--- src/rtl/crossroad_event_generator.sv ---
// crossroad_event_generator
//   Front-end event stage for the crossroad design. Five button channels
//   (four lane buttons plus the manual switch) are synchronised, debounced
//   and turned into single-cycle press events. Two timers generate the
//   periodic light-phase change and the car-cross tick.
//
// Parameters
//   DEBOUNCE_CYCLES     stable cycles needed to accept a button level (>= 2)
//   CROSS_PERIOD_CYCLES car-cross tick period in cycles (>= 2)
//   PHASE_CYCLES        automatic phase-change period in cycles (>= 2)
//
// Ports
//   clk                       system clock
//   rst                       synchronous, active-high reset
//   run                       level; lets the phase and cross timers advance
//   btn_a1/a2/b1/b2           raw asynchronous lane buttons (high = pressed)
//   btn_switch                raw asynchronous manual phase-change button
//   car_arrived_a1/a2/b1/b2   one-cycle pulse per accepted lane press
//   crossroad_status_changed  one-cycle phase-change pulse
//   signal_car_to_cross       one-cycle car-cross tick
module crossroad_event_generator #(
  parameter int unsigned DEBOUNCE_CYCLES     = 1_000_000,
  parameter int unsigned CROSS_PERIOD_CYCLES = 100_000_000,
  parameter int unsigned PHASE_CYCLES        = 500_000_000
) (
  input  logic clk,
  input  logic rst,
  input  logic run,
  input  logic btn_a1,
  input  logic btn_a2,
  input  logic btn_b1,
  input  logic btn_b2,
  input  logic btn_switch,
  output logic car_arrived_a1,
  output logic car_arrived_a2,
  output logic car_arrived_b1,
  output logic car_arrived_b2,
  output logic crossroad_status_changed,
  output logic signal_car_to_cross
);

  localparam int unsigned NCH = 5;
  localparam int unsigned SW  = 4;  // channel index of btn_switch

  localparam int unsigned DW = $clog2(DEBOUNCE_CYCLES);
  localparam int unsigned PW = $clog2(PHASE_CYCLES);
  localparam int unsigned CW = $clog2(CROSS_PERIOD_CYCLES);

  localparam logic [DW-1:0] DEB_LAST   = DW'(DEBOUNCE_CYCLES - 1);
  localparam logic [PW-1:0] PHASE_LAST = PW'(PHASE_CYCLES - 1);
  localparam logic [CW-1:0] CROSS_LAST = CW'(CROSS_PERIOD_CYCLES - 1);

  // ---------------------------------------------------------------------
  // Button channels
  // ---------------------------------------------------------------------
  logic [NCH-1:0] raw;
  logic [NCH-1:0] sync1_q, sync2_q;
  logic [NCH-1:0] deb_q, deb_d;
  logic [NCH-1:0] deb_prev_q;
  logic [NCH-1:0] rise;
  logic [DW-1:0]  dcnt_q [NCH];
  logic [DW-1:0]  dcnt_d [NCH];
  logic [3:0]     lane_pulse_q;

  assign raw = {btn_switch, btn_b2, btn_b1, btn_a2, btn_a1};

  // Counter clears whenever synced and debounced levels agree, so any
  // disagreement must persist DEBOUNCE_CYCLES consecutive cycles to win.
  always_comb begin
    deb_d = deb_q;
    for (int unsigned i = 0; i < NCH; i++) begin
      dcnt_d[i] = '0;
      if (sync2_q[i] != deb_q[i]) begin
        if (dcnt_q[i] == DEB_LAST) begin
          deb_d[i] = sync2_q[i];
        end else begin
          dcnt_d[i] = dcnt_q[i] + DW'(1);
        end
      end
    end
  end

  // Combinational rising edge of the debounced level; the lane outputs
  // register it, and the switch channel feeds the phase logic which is
  // itself registered, so both paths see the same latency.
  assign rise = deb_q & ~deb_prev_q;

  always_ff @(posedge clk) begin
    if (rst) begin
      sync1_q      <= '0;
      sync2_q      <= '0;
      deb_q        <= '0;
      deb_prev_q   <= '0;
      lane_pulse_q <= '0;
      for (int unsigned i = 0; i < NCH; i++) begin
        dcnt_q[i] <= '0;
      end
    end else begin
      sync1_q      <= raw;
      sync2_q      <= sync1_q;
      deb_q        <= deb_d;
      deb_prev_q   <= deb_q;
      lane_pulse_q <= rise[3:0];
      for (int unsigned i = 0; i < NCH; i++) begin
        dcnt_q[i] <= dcnt_d[i];
      end
    end
  end

  // ---------------------------------------------------------------------
  // Phase and cross timers
  // ---------------------------------------------------------------------
  logic [PW-1:0] phase_q, phase_d;
  logic [CW-1:0] cross_q, cross_d;
  logic          phase_evt, cross_hit;
  logic          status_q, cross_tick_q;

  always_comb begin
    phase_evt = (run && (phase_q == PHASE_LAST)) || rise[SW];
    cross_hit = run && (cross_q == CROSS_LAST);

    phase_d = phase_q;
    if (phase_evt) begin
      phase_d = '0;
    end else if (run) begin
      phase_d = phase_q + PW'(1);
    end

    // A phase event re-phases the cross timer as well.
    cross_d = cross_q;
    if (phase_evt || cross_hit) begin
      cross_d = '0;
    end else if (run) begin
      cross_d = cross_q + CW'(1);
    end
  end

  always_ff @(posedge clk) begin
    if (rst) begin
      phase_q      <= '0;
      cross_q      <= '0;
      status_q     <= 1'b0;
      cross_tick_q <= 1'b0;
    end else begin
      phase_q      <= phase_d;
      cross_q      <= cross_d;
      status_q     <= phase_evt;
      // No car crosses in the cycle the lights switch.
      cross_tick_q <= cross_hit && !phase_evt;
    end
  end

  assign car_arrived_a1           = lane_pulse_q[0];
  assign car_arrived_a2           = lane_pulse_q[1];
  assign car_arrived_b1           = lane_pulse_q[2];
  assign car_arrived_b2           = lane_pulse_q[3];
  assign crossroad_status_changed = status_q;
  assign signal_car_to_cross      = cross_tick_q;

endmodule
--- config.mk ---
export PLATFORM = sky130hd
export DESIGN_NAME = crossroad_event_generator
export DESIGN_NICKNAME = d
export VERILOG_FILES = /design/src/rtl/crossroad_event_generator.sv
export SDC_FILE = /design/constraint.sdc
export NUM_CORES = 1
export LEC_CHECK = 0
export ABC_CLOCK_PERIOD_IN_PS = 6200
export BUFFER_PORTS_ARGS = -buffer_cell sky130_fd_sc_hd__buf_2
export CORE_ASPECT_RATIO = 1.75
export CORE_MARGIN = 4
export CORE_UTILIZATION = 35
export CTS_BUF_LIST = sky130_fd_sc_hd__clkbuf_8 sky130_fd_sc_hd__clkbuf_16
export CTS_CLUSTER_SIZE = 28
export DETAILED_ROUTE_END_ITERATION = 10
export GPL_ROUTABILITY_DRIVEN = 1
export PLACE_DENSITY = 0.57
export SYNTH_ARGS = -nofsm -noshare
export SYNTH_HDL_FRONTEND = slang
export SYNTH_SLANG_ARGS = --single-unit
--- constraint.sdc ---
create_clock -name clk -period 6.2 [get_ports clk]
set_clock_uncertainty 0.1 [all_clocks]
set_input_delay 0.62 -clock clk [delete_from_list [all_inputs] [get_ports clk]]
set_output_delay 0.62 -clock clk [all_outputs]
set_load 0.005 [all_outputs]
==> summary.md <==
| Metric | Value |
|---|---|
| FILL cells | `2392` |
| Avg Cell Area, Syn | `8.84 um^2` |
| YS warnings | `0` |
| CTS tree | `built` |
| Final wirelength | `15.8 mm` |
| Synthesized cell area | `8050 um^2` |
| Arr. time, crit path | `2.92 ns` |
| Critical Path RT | `6.38 ns` |
| Total Power | `0.00225 W` |
| Post-CTS sizing | `0` |
| Top Ports | `14` |
| Post-layout min period | `2.74 ns` |
| Cts bufs inserted | `17` |
| Sw Ratio | `21.4%` |
| Yosys top cell by area | `dfxtp_1` |
| Chip Height | `209 um` |
| Hold Path Class | `reg2reg` |
| Cell Pwr Density | `252 nW/um^2` |
| Final worst slack | `3.46 ns` |
| P_int | `0.00177 W` |
| Syn-to-layout area delta | `11.0%` |
| Syn Nets | `926` |
| Register share of total power | `52.5%` |
| Post-synthesis cell count | `911` |
| # rows | `73` |
| Gpl congestion | `0.761` |
| Startpoint Class | `flop` |
| Crit path kind | `reg2reg` |
| Avg WL per Cell | `12.9 um` |
| Port Buffers | `13` |
| Fmax | `365 MHz` |
| Fin. max-slew vios | `0` |
| Final antenna diode count | `0` |
| CTS sink cnt | `182` |
| Worst r2r path cells | `6` |
| Number of setup buffers added after CTS | `0` |
| RSZ-0062 raised after global routing | `no` |
| Period Utilization, post-route | `44.2%` |
| Asr flop ratio synth | `0%` |
| Max Cap Viol | `0` |
| Crit Path Max Fanout | `47` |
| Dpl ws | `3.12 ns` |
| Primary FF master, synth | `dfxtp_1` |
| Max clock buf depth | `2` |
| Worst-Skew Late Latency | `0.43 ns` |
| Core area | `22700 um^2` |
| Slew of the pin with the lowest slew margin | `1.09 ns` |
| GRT Residual Overflow | `0` |
| First-pass GRT wire length | `28.2 mm` |
| VDD IR-drop max | `0.170 mV` |
| Yosys cell types | `44` |
| Nets@finish | `923` |
| Clock power share | `46.2%` |
| Synth area leaders | `dfxtp_1, xor2_1, nor2_1` |
| Vias in the first global route | `6154` |
| Status | `completed` |
| Sequential fraction of the synthesis area | `45.3%` |
| Starting density of the core | `35.5%` |
| Layout cells sized above 1 | `6.96%` |
| Vias/cell | `5.26` |
| Slew HR | `27.0%` |
| Root Driver | `clkbuf_16` |
| Max stage delay cell, worst path | `or4_1` |
| Worst path depth | `6` |
| CP top delay family | `simple AND/OR/NAND/NOR gates` |
| CTS Hold Bufs | `0` |
| Die Wd | `123 um` |
| Iter 0 DRT Violations | `275` |
| Critical path's largest stage delay | `0.64 ns` |
| Synth top area share | `45.3%` |
| Final ANT Viol Nets | `0` |
| Hold path cells | `1` |
| Largest net degree at the start of global routing | `48` |
| Final hold violations | `0` |
| #FFs+latches synth | `182` |
| DP HPWL | `11.0 mm` |
| CP bufs+invs | `1` |
| DIE AREA | `25600 um^2` |
| DR DRC count | `0` |
| GRT Total Usage | `13.3%` |
| Psw | `0.000481 W` |
| Clk pin slew, worst setup/hold paths | `0.07 ns` |
| Number of synthesized flops with an enable pin | `0` |
| H-tree levels | `4` |
| Pleak | `2.69 nW` |
| Final setup viols | `0` |
| Worst-path cell chain | `ha_1 > nand4_1 > or4_1 > o21ai_4 > buf_4 > nor3_1` |
| Logic gate share of total power | `1.4%` |
| CP endpoint kind | `flop` |
| Initial antenna violation count | `0` |
| Iteration count of the initial detailed-routing pass | `4` |
| Setup_tns | `0 ns` |
| Via count | `6421` |
[registers in the layout, summed over array words and instances (netlist names)]
register and count:
phase_q 29, signal_car_to_cross 1, deb_prev_q 5, sync2_q 5, sync1_q 5, crossroad_status_changed 1
cross_q 27, deb_q 5, dcnt_q 100, lane_pulse_q 4
[worst register-to-register path, delay by kind of cell, from the launching register on]
family	cells	cell delay (ns)
AND/OR/NAND/NOR	3	1.03
buffers and inverters	1	0.50
flip-flops	1	0.39
AO/OA/AOI/OAI	1	0.35
adder cells (fa/ha/maj)	1	0.21
[metrics by stage]
stage / hold WS [ns] / cells / cell area [um^2] / utilization [%]
global route: 0.283 / 1220 / 8930 / 39.4
CTS: 0.278 / 1220 / 8930 / 39.4
detailed placement: 0.276 / 1189 / 8360 / 36.9
global placement: 0.279 / 1189 / 8360 / 36.9
finish: 0.286 / 1220 / 8930 / 39.4
floorplan: 0.267 / 911 / 8050 / -
[power by group through the flow]
stage / Sequential, W / Clock (W) / Combinational, W
floorplan: 0.00121 / 0 / 0.0000243
global route: 0.00118 / 0.00111 / 0.0000363
detailed placement: 0.00121 / 0 / 0.0000320
global placement: 0.00121 / 0 / 0.0000313
CTS: 0.00118 / 0.00108 / 0.0000319
finish: 0.00118 / 0.00104 / 0.0000311
[synth_stat cells, types with 3 or more instances]
library cell,n
and4_1,16
and3_1,15
o21ai_0,37
nand4_1,42
a211oi_1,13
o31ai_1,30
buf_2,13
nor3_1,24
ha_1,7
nor4_1,9
xnor2_1,34
nor3b_1,7
o21ai_1,3
or3_1,35
dfxtp_1,182
nor2_1,90
or2_2,4
or4_1,41
nand2b_1,4
a21oi_1,51
and2_1,6
nor2b_1,21
or4b_1,5
nand3_1,52
clkbuf_1,25
nand4b_1,3
inv_1,23
nand2_1,44
xor2_1,54
[cell type report]
cell class / count / area [um^2] / share of cell area (%)
clock buffer: 20 / 467 / 5.22
sequential: 182 / 3640 / 40.8
tap: 300 / 375 / 4.20
multi-input combinational: 665 / 4150 / 46.4
inverter: 23 / 86.3 / 0.967
timing repair buffer: 19 / 110 / 1.23
clock inverter: 11 / 101 / 1.13
[cells by family after synthesis]
| family | share of synthesized area, % |
|---|---|
| buf+inv | 3.33 |
| fa+ha+maj | 1.09 |
| flops | 45.3 |
| compound gates | 10.2 |
| xor+xnor | 9.58 |
| mux | 0.249 |
| simple gates | 30.3 |
[layer usage]
metal,GRT usage (%),vias to the layer above,share of wire [%]
li1,-,3287,-
met1,14.7,3047,42
met2,24.1,60,54
met3,2.46,27,2.1
met4,6.03,0,2.4
met5,0,-,0
[layout by cell type (no fill, tap or decap), types with 3 or more instances in the layout]
master / netlist / layout
a211oi_1: 13 / 13
clkinv_4: 0 / 3
and3_1: 15 / 15
dfxtp_1: 182 / 182
nand4b_1: 3 / 3
or3_1: 35 / 35
clkinvlp_4: 0 / 3
nor3b_1: 7 / 7
clkbuf_16: 0 / 17
nor2_1: 90 / 90
nor3_1: 24 / 24
nor4_1: 9 / 9
xnor2_1: 34 / 34
buf_2: 13 / 13
nor2b_1: 21 / 21
and2_1: 6 / 6
ha_1: 7 / 7
a21oi_1: 51 / 51
nand4_1: 42 / 42
or2_2: 4 / 4
o21ai_1: 3 / 5
xor2_1: 54 / 54
o31ai_1: 30 / 30
nand2b_1: 4 / 4
or4_1: 41 / 41
o21ai_0: 37 / 34
or4b_1: 5 / 5
and4_1: 16 / 16
clkbuf_8: 0 / 3
nand3_1: 52 / 52
buf_4: 1 / 6
nand2_1: 44 / 44
inv_1: 23 / 24
[worst paths after layout]
| kind | startpoint | endpoint | slack [ns] |
|---|---|---|---|
| worst min register to register | deb_prev_q[2]$_SDFF_PP0_ | lane_pulse_q[2]$_SDFF_PP0_ | 0.29 |
| worst max-delay path | phase_q[0]$_SDFFE_PP0P_ | cross_q[1]$_SDFFE_PP0P_ | 3.46 |
| worst max register to register | phase_q[0]$_SDFFE_PP0P_ | cross_q[1]$_SDFFE_PP0P_ | 3.46 |
| worst min-delay path | deb_prev_q[2]$_SDFF_PP0_ | lane_pulse_q[2]$_SDFF_PP0_ | 0.29 |
(Power assumes the default switching activity.)
